--- config.mk ---
export PLATFORM = sky130hd
export DESIGN_NAME = noc_out_arbiter_flat
export DESIGN_NICKNAME = d
export VERILOG_FILES = /design/src/rtl/noc_out_arbiter_pkg.sv /design/src/rtl/noc_out_arbiter_if.sv /design/src/rtl/noc_out_arbiter_rr_arbiter.sv /design/src/rtl/noc_out_arbiter.sv /design/src/flat_wrapper.sv
export SDC_FILE = /design/constraint.sdc
export NUM_CORES = 1
export LEC_CHECK = 0
export ABC_CLOCK_PERIOD_IN_PS = 2900
export BUFFER_PORTS_ARGS = -buffer_cell sky130_fd_sc_hd__buf_2
export CORE_UTILIZATION = 46
export CTS_CLUSTER_DIAMETER = 40
export CTS_CLUSTER_SIZE = 20
export DETAILED_ROUTE_END_ITERATION = 12
export PLACE_DENSITY = 0.93
export SYNTH_ARGS = -nofsm -noshare
export SYNTH_HDL_FRONTEND = slang
export SYNTH_SLANG_ARGS = --single-unit
export TNS_END_PERCENT = 20
--- constraint.sdc ---
create_clock -name clk -period 2.9 [get_ports clk]
set_input_delay 0.29 -clock clk [delete_from_list [all_inputs] [get_ports clk]]
set_output_delay 0.29 -clock clk [all_outputs]
set_load 0.05 [all_outputs]
--- src/rtl/noc_out_arbiter_pkg.sv ---
// noc_pkg: shared constants, FSM state type and flit-width helper for the
// NoC output-port arbiter and its neighbouring switch blocks.
// Configuration macro: NOC_ARB_RR_EN (round-robin when defined, fixed
// priority bottom > left > PE otherwise).
package noc_pkg;

  localparam int REQ_L   = 0;
  localparam int REQ_B   = 1;
  localparam int REQ_PE  = 2;
  localparam int NUM_REQ = 3;

  typedef enum logic {
    EMPTY = 1'b0,
    FULL  = 1'b1
  } state_t;

  // Flit width shared with the switches: two x fields, two y fields, payload.
  function automatic int flit_width(input int x_size, input int y_size, input int data_width);
    return 2 * x_size + 2 * y_size + data_width;
  endfunction

endpackage

--- src/rtl/noc_out_arbiter_if.sv ---
// Handshake bundle between three requesters, the output-port arbiter and the
// downstream switch. The master modport is the arbiter's view; slave is the
// view of whoever drives requests and consumes the output flit.
// Configuration macro used by the arbiter: NOC_ARB_RR_EN.
interface noc_out_arbiter_if
  import noc_pkg::*;
#(
  parameter int DATA_WIDTH  = 8,
  parameter int X_SIZE      = 2,
  parameter int Y_SIZE      = 2,
  parameter int TOTAL_WIDTH = flit_width(X_SIZE, Y_SIZE, DATA_WIDTH)
);
  logic                   i_valid_l;
  logic                   i_valid_b;
  logic                   i_valid_pe;
  logic [TOTAL_WIDTH-1:0] i_data_l;
  logic [TOTAL_WIDTH-1:0] i_data_b;
  logic [TOTAL_WIDTH-1:0] i_data_pe;
  logic                   o_ready_l;
  logic                   o_ready_b;
  logic                   o_ready_pe;
  logic                   o_valid;
  logic [TOTAL_WIDTH-1:0] o_data;
  logic                   i_ready;
  logic [2:0]             o_grant;

  modport master (
    input  i_valid_l, i_valid_b, i_valid_pe,
    input  i_data_l, i_data_b, i_data_pe,
    input  i_ready,
    output o_ready_l, o_ready_b, o_ready_pe,
    output o_valid, o_data, o_grant
  );

  modport slave (
    output i_valid_l, i_valid_b, i_valid_pe,
    output i_data_l, i_data_b, i_data_pe,
    output i_ready,
    input  o_ready_l, o_ready_b, o_ready_pe,
    input  o_valid, o_data, o_grant
  );

endinterface

--- src/rtl/noc_out_arbiter_rr_arbiter.sv ---
// Combinational three-way rotating-priority arbiter. ptr names the requester
// with the highest priority; the search then continues in index order with
// wrap-around. Returns a one-hot grant, or zero when nothing is requested.
module noc_rr_arbiter
  import noc_pkg::*;
(
  input  logic [NUM_REQ-1:0] req,
  input  logic [1:0]         ptr,
  output logic [NUM_REQ-1:0] grant
);

  // Pick the first active request starting at the pointer position.
  always_comb begin
    grant = 3'b000;
    case (ptr)
      2'd0: begin
        if (req[0])      grant = 3'b001;
        else if (req[1]) grant = 3'b010;
        else if (req[2]) grant = 3'b100;
        else             grant = 3'b000;
      end
      2'd1: begin
        if (req[1])      grant = 3'b010;
        else if (req[2]) grant = 3'b100;
        else if (req[0]) grant = 3'b001;
        else             grant = 3'b000;
      end
      2'd2: begin
        if (req[2])      grant = 3'b100;
        else if (req[0]) grant = 3'b001;
        else if (req[1]) grant = 3'b010;
        else             grant = 3'b000;
      end
      default: grant = 3'b000;
    endcase
  end

endmodule

--- src/rtl/noc_out_arbiter.sv ---
// NoC output-port arbiter: selects one of left/bottom/PE flits whenever the
// output register can load, and holds the chosen flit for the downstream
// switch until it is accepted. Header bits are never inspected.
// Configuration macro: NOC_ARB_RR_EN -- defined gives round-robin L->B->PE,
// undefined gives fixed priority bottom > left > PE with no pointer state.
module noc_out_arbiter
  import noc_pkg::*;
#(
  parameter int DATA_WIDTH  = 8,
  parameter int X_SIZE      = 2,
  parameter int Y_SIZE      = 2,
  parameter int TOTAL_WIDTH = flit_width(X_SIZE, Y_SIZE, DATA_WIDTH)
)(
  input  logic             clk,
  input  logic             rstn,
  noc_out_arbiter_if.master bus
);

  logic                   load_s;
  logic [NUM_REQ-1:0]     req_s;
  logic [NUM_REQ-1:0]     arb_grant_s;
  logic [NUM_REQ-1:0]     grant_s;
  logic [TOTAL_WIDTH-1:0] sel_data_s;
  state_t                 state_r;
  logic                   o_valid_r;
  logic [TOTAL_WIDTH-1:0] o_data_r;

  assign req_s  = {bus.i_valid_pe, bus.i_valid_b, bus.i_valid_l};
  assign load_s = ~o_valid_r | bus.i_ready;

`ifdef NOC_ARB_RR_EN
  logic [1:0] ptr_r;

  noc_rr_arbiter u_arb (
    .req   (req_s),
    .ptr   (ptr_r),
    .grant (arb_grant_s)
  );

  // Move the priority pointer to the requester after the one just accepted.
  always_ff @(posedge clk or negedge rstn) begin
    if (!rstn) begin
      ptr_r <= 2'd0;
    end else begin
      case (grant_s)
        3'b001:  ptr_r <= 2'd1;
        3'b010:  ptr_r <= 2'd2;
        3'b100:  ptr_r <= 2'd0;
        default: ptr_r <= ptr_r;
      endcase
    end
  end
`else
  // Fixed priority reuses the rotating arbiter with a frozen pointer and the
  // requests reordered as slot0=bottom, slot1=left, slot2=PE.
  logic [NUM_REQ-1:0] perm_grant_s;

  noc_rr_arbiter u_arb (
    .req   ({req_s[REQ_PE], req_s[REQ_L], req_s[REQ_B]}),
    .ptr   (2'd0),
    .grant (perm_grant_s)
  );

  assign arb_grant_s = {perm_grant_s[2], perm_grant_s[0], perm_grant_s[1]};
`endif

  // Grant only while the output register can load and reset is released.
  always_comb begin
    grant_s = 3'b000;
    if (rstn && load_s) begin
      grant_s = arb_grant_s;
    end else begin
      grant_s = 3'b000;
    end
  end

  // Route the granted requester's flit towards the output register.
  always_comb begin
    sel_data_s = {TOTAL_WIDTH{1'b0}};
    case (grant_s)
      3'b001:  sel_data_s = bus.i_data_l;
      3'b010:  sel_data_s = bus.i_data_b;
      3'b100:  sel_data_s = bus.i_data_pe;
      default: sel_data_s = {TOTAL_WIDTH{1'b0}};
    endcase
  end

  // Output-register FSM: EMPTY fills on a grant, FULL drains on accept.
  always_ff @(posedge clk or negedge rstn) begin
    if (!rstn) begin
      state_r   <= EMPTY;
      o_valid_r <= 1'b0;
      o_data_r  <= {TOTAL_WIDTH{1'b0}};
    end else begin
      case (state_r)
        EMPTY: begin
          if (|grant_s) begin
            state_r   <= FULL;
            o_valid_r <= 1'b1;
            o_data_r  <= sel_data_s;
          end
        end
        FULL: begin
          if (|grant_s) begin
            o_data_r <= sel_data_s;
          end else if (bus.i_ready) begin
            state_r   <= EMPTY;
            o_valid_r <= 1'b0;
          end
        end
        default: begin
          state_r   <= EMPTY;
          o_valid_r <= 1'b0;
        end
      endcase
    end
  end

  assign bus.o_grant    = grant_s;
  assign bus.o_ready_l  = grant_s[REQ_L];
  assign bus.o_ready_b  = grant_s[REQ_B];
  assign bus.o_ready_pe = grant_s[REQ_PE];
  assign bus.o_valid    = o_valid_r;
  assign bus.o_data     = o_data_r;

endmodule

--- src/flat_wrapper.sv ---
// flat-port wrapper written by rule: the top's interface ports become plain ports
module noc_out_arbiter_flat import noc_pkg::*;
#(
  parameter int DATA_WIDTH  = 8,
  parameter int X_SIZE      = 2,
  parameter int Y_SIZE      = 2,
  parameter int TOTAL_WIDTH = flit_width(X_SIZE, Y_SIZE, DATA_WIDTH)
)
  (clk, rstn, bus_i_valid_l, bus_i_valid_b, bus_i_valid_pe, bus_i_data_l, bus_i_data_b, bus_i_data_pe, bus_i_ready, bus_o_ready_l, bus_o_ready_b, bus_o_ready_pe, bus_o_valid, bus_o_data, bus_o_grant);
  noc_out_arbiter_if #(.DATA_WIDTH(DATA_WIDTH), .X_SIZE(X_SIZE), .Y_SIZE(Y_SIZE), .TOTAL_WIDTH(TOTAL_WIDTH)) bus_i ();
  input  logic clk;
  input  logic rstn;
  input wire logic [$bits(bus_i.i_valid_l)-1:0] bus_i_valid_l;
  input wire logic [$bits(bus_i.i_valid_b)-1:0] bus_i_valid_b;
  input wire logic [$bits(bus_i.i_valid_pe)-1:0] bus_i_valid_pe;
  input wire logic [$bits(bus_i.i_data_l)-1:0] bus_i_data_l;
  input wire logic [$bits(bus_i.i_data_b)-1:0] bus_i_data_b;
  input wire logic [$bits(bus_i.i_data_pe)-1:0] bus_i_data_pe;
  input wire logic [$bits(bus_i.i_ready)-1:0] bus_i_ready;
  output wire logic [$bits(bus_i.o_ready_l)-1:0] bus_o_ready_l;
  output wire logic [$bits(bus_i.o_ready_b)-1:0] bus_o_ready_b;
  output wire logic [$bits(bus_i.o_ready_pe)-1:0] bus_o_ready_pe;
  output wire logic [$bits(bus_i.o_valid)-1:0] bus_o_valid;
  output wire logic [$bits(bus_i.o_data)-1:0] bus_o_data;
  output wire logic [$bits(bus_i.o_grant)-1:0] bus_o_grant;
  assign bus_i.i_valid_l = bus_i_valid_l;
  assign bus_i.i_valid_b = bus_i_valid_b;
  assign bus_i.i_valid_pe = bus_i_valid_pe;
  assign bus_i.i_data_l = bus_i_data_l;
  assign bus_i.i_data_b = bus_i_data_b;
  assign bus_i.i_data_pe = bus_i_data_pe;
  assign bus_i.i_ready = bus_i_ready;
  assign bus_o_ready_l = bus_i.o_ready_l;
  assign bus_o_ready_b = bus_i.o_ready_b;
  assign bus_o_ready_pe = bus_i.o_ready_pe;
  assign bus_o_valid = bus_i.o_valid;
  assign bus_o_data = bus_i.o_data;
  assign bus_o_grant = bus_i.o_grant;
  noc_out_arbiter #(.DATA_WIDTH(DATA_WIDTH), .X_SIZE(X_SIZE), .Y_SIZE(Y_SIZE), .TOTAL_WIDTH(TOTAL_WIDTH)) u_core (.clk(clk), .rstn(rstn), .bus(bus_i));
endmodule
# [After elaboration in Yosys (flattened, before gate mapping)]
# Index checks and enable logic that the tools add are counted.
[op_classes] n_addsub=0 n_mul=0 div_mod_pow=0 n_lt_le_gt_ge=0 eq_ne=6 shift=0 n_mux=14 bitwise_logic=3 n_reduce_logical=3
[ops] operator="16-bit case mux with 3 select lines" n=1
[ops] operator="16-bit 2-to-1 mux" n=1
[ops] operator="3-bit 2-to-1 mux" n=4
[ops] operator="1-bit 2-to-1 mux" n=6
[ops] operator="2-bit inequality test (second input constant)" n=2
[ops] operator="1-bit case mux with 2 select lines" n=2
[ops] operator="3-bit by 1-bit == test with 1-bit output (second input constant)" n=1
[ops] operator="3-bit by 2-bit == test with 1-bit output (second input constant)" n=1
[ops] operator="3-bit == test (second input constant)" n=1
[ops] operator="3-bit AND reduction" n=1
[ops] operator="3-bit OR reduction" n=1
[ops] operator="2-bit by 1-bit inequality test with 1-bit output (second input constant)" n=1
[ops] operator="1-bit NOT" n=2
[ops] operator="1-bit logical AND" n=1
[ops] operator="1-bit bitwise OR" n=1
[totals] ff_bits=18 latch_bits=0 ramBits=0 rom_bits=0 in_bits=54 output_inout_bits=23 mem_count=0

# [Logic depth before layout (Yosys ltp)]
# Gate-level depths: netlist of run 1.
[depth] depth_word=7 depth_mapped=5

# [By module]
# Synthesis of run 1 repeated with hierarchy kept, for this count alone.
[unflattened] hier_cells=146 hier_area_um2=1405.1
[modules_own_cells] module="noc_out_arbiter" instances=1 cells_each=137 area_each_um2=1347.5 seq_area_each_um2=450.4
[modules_own_cells] module="noc_rr_arbiter" instances=1 cells_each=9 area_each_um2=57.6 seq_area_each_um2=0.0

# [Worst setup path after synthesis of run 1]
# No wires, ideal clock.
[synth_timing] kind="reg-to-output" start="register u_core.o_valid_r (netlist: u_core.bus.o_valid)" end="output port bus_o_grant[0]" t_arrival_ns=1.902 required_ns=2.610 path_slack_ns=0.708 path_stages_with_launch=6 n_path_buf=3 path_cell_list="dfrtp_1 > nand2b_1 > buf_2 > clkbuf_1 > and3_1 > buf_4"
[synth_via] elab_chain_len=4
[synth_rtl] item="from (decl)" line_no="noc_out_arbiter.sv:25" text="logic o_valid_r;"
[synth_rtl] item="from (signal assigned)" line_no="noc_out_arbiter.sv:92" text="o_valid_r <= 1'b0;"
[synth_rtl] item="from (signal assigned)" line_no="noc_out_arbiter.sv:99" text="o_valid_r <= 1'b1;"
[synth_rtl] item="from (signal assigned)" line_no="noc_out_arbiter.sv:108" text="o_valid_r <= 1'b0;"
[synth_rtl] item="1-bit NOT" line_no="noc_out_arbiter.sv:29" text="assign load_s = ~o_valid_r | bus.i_ready;"
[synth_rtl] item="1-bit bitwise OR" line_no="noc_out_arbiter.sv:29"
[synth_rtl] item="1-bit logical AND" line_no="noc_out_arbiter.sv:70" text="if (rstn && load_s) begin"
[synth_rtl] item="3-bit 2-to-1 mux" line_no="noc_out_arbiter.sv:70"
[synth_rtl] item="to (decl)" line_no="flat_wrapper.sv:25" text="output wire logic [$bits(bus_i.o_grant)-1:0] bus_o_grant;"
# Every way passes these cells.

# [Worst setup path in the final report of run 1]
[layout_timing] start="register u_core.o_valid_r (netlist: u_core.bus.o_valid)" end="output port bus_o_ready_pe"
[layout_via] elab_chain_len=4
[layout_rtl] item="1-bit NOT" line_no="noc_out_arbiter.sv:29"
[layout_rtl] item="1-bit bitwise OR" line_no="noc_out_arbiter.sv:29"
[layout_rtl] item="1-bit logical AND" line_no="noc_out_arbiter.sv:70"
[layout_rtl] item="3-bit 2-to-1 mux" line_no="noc_out_arbiter.sv:70"
[layout_rtl] item="to (decl)" line_no="flat_wrapper.sv:22" text="output wire logic [$bits(bus_i.o_ready_pe)-1:0] bus_o_ready_pe;"
# Every way passes these cells.

==> summary.md, run 1 <==
| Metric | Value |
|---|---|
| Die Wd | `54.00 um` |
| CTS sink count | `18` |
| Ys async rst share | `1.000` |
| Post-DP HPWL | `2.518 mm` |
| Pint | `494.7 uW` |
| Net Count, Synth | `192` |
| PwrDens | `602.2 nW/um^2` |
| Vias | `1401` |
| Iteration-0 DRC Markers | `36` |
| Final hold vios | `0` |
| Psw | `472.7 uW` |
| P_leak | `0.6980 nW` |
| FILL cells | `231` |
| R2r setup slk | `1.16 ns` |
| Global route overflow | `0` |
| Avg Synthesized Cell Area | `9.012 um^2` |
| Number of global-route vias before repair | `1318` |
| Rel. slew slack | `0.5351` |
| Die ar. | `2915 um^2` |
| CTS root buf | `clkbuf_4` |
| Crit path max-delay family | `simple AND/OR/NAND/NOR gates` |
| DRC violations left | `0` |
| H-tree levels | `1` |
| Worst hold path class | `input pin to asynchronous set/reset pin` |
| Sw Ratio | `0.4886` |
| Period utilization | `0.6985` |
| Min Tclk post-route | `2.026 ns` |
| Seq cells post-synth | `18` |
| Placed instance count | `226` |
| Skew-Pair Late Insertion Delay | `0.30 ns` |
| Router iterations before antenna repair | `4` |
| Routed wire length per instance | `15.43 um` |
| CTS Buffer Depth | `2` |
| TritonCTS Buffers | `3` |
| Power, Total | `967.4 uW` |
| Setup violators final | `0` |
| Cell Area, Synth | `1244 um^2` |
| FF-to-FF path depth | `4` |
| Endpoint type of the worst setup path | `output pin` |
| RR Endpoint | `u_core.bus.o_valid` |
| Status | `finished clean` |
| Clock share of power | `0.131` |
| Layout cells sized above 1 | `0.4824` |
| RSZ-0062 raised after global routing | `false` |
| Final WL | `3.534 mm` |
| Die Ht | `54.00 um` |
| Row count | `18` |
| Worst Skew | `0.0003638 ns` |
| CTS Hold Buffers Added | `0` |
| Final core utilization | `0.6369` |
| Clk slew on worst S/H paths | `0.10 ns` |
| Gate count of the mapped netlist | `138` |
| ANT cells | `0` |
| Postcts setup bufs | `0` |
| Fin nets | `255` |
| First-pass GRT wire length | `5.616 mm` |
| Worst-path cell chain | `nand2b_1, and3_1, buf_2` |
| CTS resizes | `0` |
| Post-route insts no fill | `229` |
| Yosys warning count | `0` |
| Port Buffers | `76` |
| Pins over their slew limit | `0` |
| Setup crit start kind | `flop` |
| WP data arrival | `1.74 ns` |
| Initial core utilization | `0.4931` |
| Core area | `2522 um^2` |
| Min Hold Slack | `0.02395 ns` |
| Largest net degree at the start of global routing | `43` |
| # IOs | `77` |
| R2r startpoint | `u_core.bus.o_valid` |
| Register area share after synthesis | `0.3622` |
| Total GRT Usage | `0.2714` |
| Antenna violations before repair | `0` |
| Kind of critical path | `flop to output pin` |
| CP Data Required Time | `2.61 ns` |
| Largest stage delay, worst path | `0.47 ns` |
| Post-synth EDFFs | `0` |
| Comb power frac | `0.516` |
| Setup TNS | `0 ns` |
| Antenna Nets Post-Route | `0` |
| WP buf/inv | `1` |
| Area growth from synthesis to layout | `29.17%` |
| Max-cap violations | `0` |
| Critical Path Fanout Max | `19` |
| Post-synth cell types | `23` |
| GP Congestion | `0.7308` |
| Predominant post-synthesis flop cell | `dfrtp_1` |
| Max Clock Freq | `0.4936 GHz` |
| Peak supply drop | `0.4327 mV` |
| TritonCTS clock tree | `done` |
| Critical path's slowest cell | `nand2b_1` |
| Actual slew at the worst max-slew pin | `0.6973 ns` |
| Sequential share of power | `0.353` |
| Vias/cell | `6.118` |
state kept, by name, summed over array words and instances (netlist names):
signal	cells
u_core.bus.o_data	16
u_core.bus.o_valid	1
u_core.state_r	1
power by group through the flow:
stage	sequential, mW	combinational (mW)	clock (mW)
floorplan	0.536	0.180	0
global placement	0.346	0.491	0
detailed placement	0.343	0.501	0
CTS	0.340	0.501	0.129
global route	0.347	0.530	0.145
finish	0.341	0.499	0.127
cells in the final DEF (no fill, tap or decap):
| cell type | netlist | layout |
|---|---|---|
| dfrtp_1 | 18 | 18 |
| or3_1 | 1 | 1 |
| buf_4 | 3 | 5 |
| nand2b_1 | 1 | 1 |
| a41oi_2 | 10 | 10 |
| a21oi_1 | 1 | 1 |
| a41oi_1 | 6 | 6 |
| a311oi_1 | 1 | 1 |
| nor3b_2 | 1 | 1 |
| nand2_1 | 16 | 16 |
| buf_2 | 8 | 76 |
| nand3_1 | 1 | 1 |
| and2_1 | 1 | 1 |
| o21ai_0 | 4 | 4 |
| and3_4 | 1 | 1 |
| nor2_1 | 2 | 2 |
| a31oi_1 | 16 | 16 |
| nor2b_1 | 1 | 1 |
| nand4_1 | 29 | 29 |
| inv_1 | 2 | 2 |
| clkbuf_4 | 0 | 3 |
| and3_1 | 3 | 3 |
per-stage QoR:
stage	setup WS [ns]	instance area, um^2
6_report	0.8742	1607
2_1_floorplan	0.7077	1244
3_5_place_dp	0.9628	1584
4_1_cts	0.8458	1607
3_3_place_gp	1.063	1584
5_1_grt	0.7202	1607
cell type report:
class	instances	area [um^2]	share of cell area
Multi-Input combinational cell	95	670.6	0.4174
Timing Repair Buffer	81	417.9	0.2601
Tap cell	30	37.54	0.02336
Inverter	2	7.507	0.004673
Sequential cell	18	450.4	0.2804
Clock buffer	3	22.52	0.01402
cell families (layout without fill, tap and decap cells):
group	after synthesis	in the layout	share of synthesized area
and+or+nand+nor	57	57	0.2586
AOI/OAI and AO/OA	38	38	0.2807
buffers and inverters	25	86	0.09859
DFF	18	18	0.3622
per-layer routing:
metal  track usage  vias up  share of wire
met1        0.3138      660           0.42
met4        0.1026        0          0.016
met3       0.06497        7          0.065
met2        0.4794       67           0.50
met5             0        -              0
li1              -      667              -
worst max path at each step:
stage	slack (ns)	startpoint	end	cells past startpoint
final	0.87	u_core.bus.o_valid	bus_o_ready_pe	3
after global routing	0.72	u_core.bus.o_valid	bus_o_grant[0]	3
after CTS	0.85	u_core.bus.o_valid	bus_o_grant[2]	3
after detailed placement	0.96	bus_i_valid_b	u_core.bus.o_data[6]	4
after global placement	1.06	bus_i_valid_b	u_core.bus.o_data[5]	4
after floorplan	0.71	u_core.bus.o_valid	bus_o_grant[0]	5
cells in the mapped netlist (2+ instances only):
cell	count	area share
a31oi_1	16	0.080
a41oi_1	6	0.042
and3_1	3	0.015
buf_4	3	0.018
inv_1	2	0.0060
o21ai_0	4	0.016
a41oi_2	10	0.13
nand4_1	29	0.15
nand2_1	16	0.048
clkbuf_1	11	0.033
nor2_1	2	0.0060
dfrtp_1	18	0.36
buf_2	8	0.032
worst register-to-register path, stage by stage (launching register included):
cell and delay (ns):
dfrtp_1 0.42, nand2b_1 0.47, buf_4 0.32, nand3_1 0.12, a311oi_1 0.32
Power figures use the tool's default switching activity.
==> run 2: changes to the inputs <==
- ABC_CLOCK_PERIOD_IN_PS: 2900 -> 1900
- CORE_UTILIZATION: 46 -> 43
- PLACE_DENSITY: 0.93 -> 0.88
- clock period: 2.9 -> 1.9 ns (I/O delays scaled with it)
==> run 2 against run 1 <==
Die area is 6.7% higher. Sequential power rose by 53%. Critical path depth unchanged. Combinational power is 58% higher. Global-route usage decreased by 1.1 points. Worst setup slack worse by 0.74 ns. Clock skew grew 0.0051 ns. Critical path type unchanged. Critical endpoint unchanged.
==> summary.md, run 2 (synthesis results as in run 1) <==
| Metric | Value |
|---|---|
| Pins over their slew limit | `0` |
| Area growth from synthesis to layout | `35.11%` |
| Hold EP | `u_core.state_r` |
| P_leak | `0.7356 nW` |
| WP data arrival | `1.58 ns` |
| Max Clock Freq | `0.5657 GHz` |
| Power, Total | `1.562 mW` |
| Largest net degree at the start of global routing | `21` |
| CTS Hold Buffers Added | `1` |
| H-tree levels | `1` |
| Max Used Layer | `met4` |
| # IOs | `77` |
| Peak supply drop | `0.6014 mV` |
| Fin nets | `262` |
| Iteration-0 DRC Markers | `53` |
| Die ar. | `3111 um^2` |
| M1 WL | `1.661 mm` |
| Final WL | `3.869 mm` |
| Worst-path cell chain | `nand2b_1, and3_2, buf_2` |
| TritonCTS Buffers | `3` |
| Initial core utilization | `0.4510` |
| Period utilization | `0.9304` |
| Max-cap violations | `0` |
| Clock share of power | `0.161` |
| Max reg flops | `16` |
| Kind of critical path | `flop to output pin` |
| Sw Ratio | `0.4796` |
| CTS resizes | `0` |
| Vias/cell | `6.202` |
| Total GRT Usage | `0.2608` |
| FF-to-FF path depth | `4` |
| Worst hold path class | `input pin to flop` |
| Layout cells sized above 1 | `0.5121` |
| Post-DP HPWL | `2.821 mm` |
| Row count | `19` |
| Cells on Worst Hold Path | `2` |
| Router iterations before antenna repair | `4` |
| CTS root buf | `clkbuf_4` |
| Routed met3 length | `239 um` |
| First-pass GRT wire length | `6.458 mm` |
| DRC violations left | `0` |
| R2r setup slk | `0.40 ns` |
| Antenna violations before repair | `0` |
| Pre-CTS WS | `0.3864 ns` |
| Postcts setup bufs | `0` |
| Port Buffers | `76` |
| Hold Path Origin | `bus_i_ready` |
| CTS Buffer Depth | `2` |
| Psw | `749.2 uW` |
| Routed wire length per instance | `16.26 um` |
| Comb power frac | `0.505` |
| Commonest non-fill, non-tap cell in the layout | `buf_2` |
| Worst Skew | `0.005432 ns` |
| Critical Path Fanout Max | `12` |
| ANT cells | `0` |
| Setup crit start kind | `flop` |
| Die Wd | `55.78 um` |
| Min Hold Slack | `0.09513 ns` |
| Setup violators final | `0` |
| Pint | `813.0 uW` |
| Endpoint type of the worst setup path | `output pin` |
| CTS sink count | `18` |
| Largest stage delay, worst path | `0.42 ns` |
| Core area | `2758 um^2` |
| R2r startpoint | `u_core.bus.o_valid` |
| Antenna Nets Post-Route | `0` |
| Status | `finished clean` |
| Actual slew at the worst max-slew pin | `0.4205 ns` |
| Critical Path Start | `u_core.bus.o_valid` |
| RSZ-0062 raised after global routing | `false` |
| Number of global-route vias before repair | `1384` |
| Commonest cells after routing, fill and taps aside | `buf_2, nand4_1, dfrtp_1` |
| Clk slew on worst S/H paths | `0.12 ns` |
| Post-route insts no fill | `238` |
| Global route overflow | `0` |
| GP Congestion | `0.8372` |
| CP Data Required Time | `1.71 ns` |
| Placed instance count | `233` |
| Final hold vios | `0` |
| Min Tclk post-route | `1.768 ns` |
| Skew-Pair Late Insertion Delay | `0.30 ns` |
| Critical path's slowest cell | `dfrtp_1` |
| TritonCTS clock tree | `done` |
| PwrDens | `929.7 nW/um^2` |
| Sequential share of power | `0.334` |
| Final WS setup | `0.1323 ns` |
| RR Endpoint | `u_core.bus.o_data[8]` |
| Vias | `1476` |
| Die Ht | `55.78 um` |
| WL met2 | `1.938 mm` |
| Rel. slew slack | `0.7197` |
[run 2: worst max path at each step]
stage                                 to  slack [ns]  cells past startpoint
global route              bus_o_grant[0]        0.03                      3
CTS                       bus_o_ready_pe        0.11                      3
global placement    u_core.bus.o_data[2]        0.42                      5
floorplan                 bus_o_grant[0]       -0.03                      5
finish                    bus_o_ready_pe        0.13                      3
detailed placement  u_core.bus.o_data[8]        0.39                      5
[run 2: cell type report]
type,instances,area [um^2]
clock buffers,4,36.28
fillers,255,1077
inverters,2,7.507
multi-input cells,95,674.4
flip-flops and latches,18,450.4
well taps,31,38.79
repair buffers,88,473.0
[run 2: worst max-delay path: cells and delay by family (launching register included)]
kind,cells,cell delay [ns]
DFF,1,0.42
buffers and inverters,1,0.26
and+or+nand+nor,2,0.60
[run 2: through the flow]
step | TNS, ns | utilization | instance area, um^2
6_report | 0 | 0.6093 | 1680
5_1_grt | 0 | 0.6093 | 1680
4_1_cts | 0 | 0.6093 | 1680
3_5_place_dp | 0 | 0.5926 | 1634
3_3_place_gp | 0 | 0.5926 | 1634
2_1_floorplan | -0.07904 | - | 1247
[run 2: power by group through the flow]
stage	Clock [mW]	Combinational [mW]	Sequential (mW)
2_1_floorplan	0	0.276	0.818
3_3_place_gp	0	0.773	0.529
3_5_place_dp	0	0.785	0.526
4_1_cts	0.250	0.787	0.520
5_1_grt	0.267	0.834	0.533
6_report	0.251	0.789	0.522
[run 2: routing by layer]
layer | vias to the layer above | GRT usage
met3 | 4 | 0.03721
met1 | 717 | 0.3478
li1 | 684 | -
met4 | 0 | 0.07857
met5 | - | 0
met2 | 71 | 0.4389
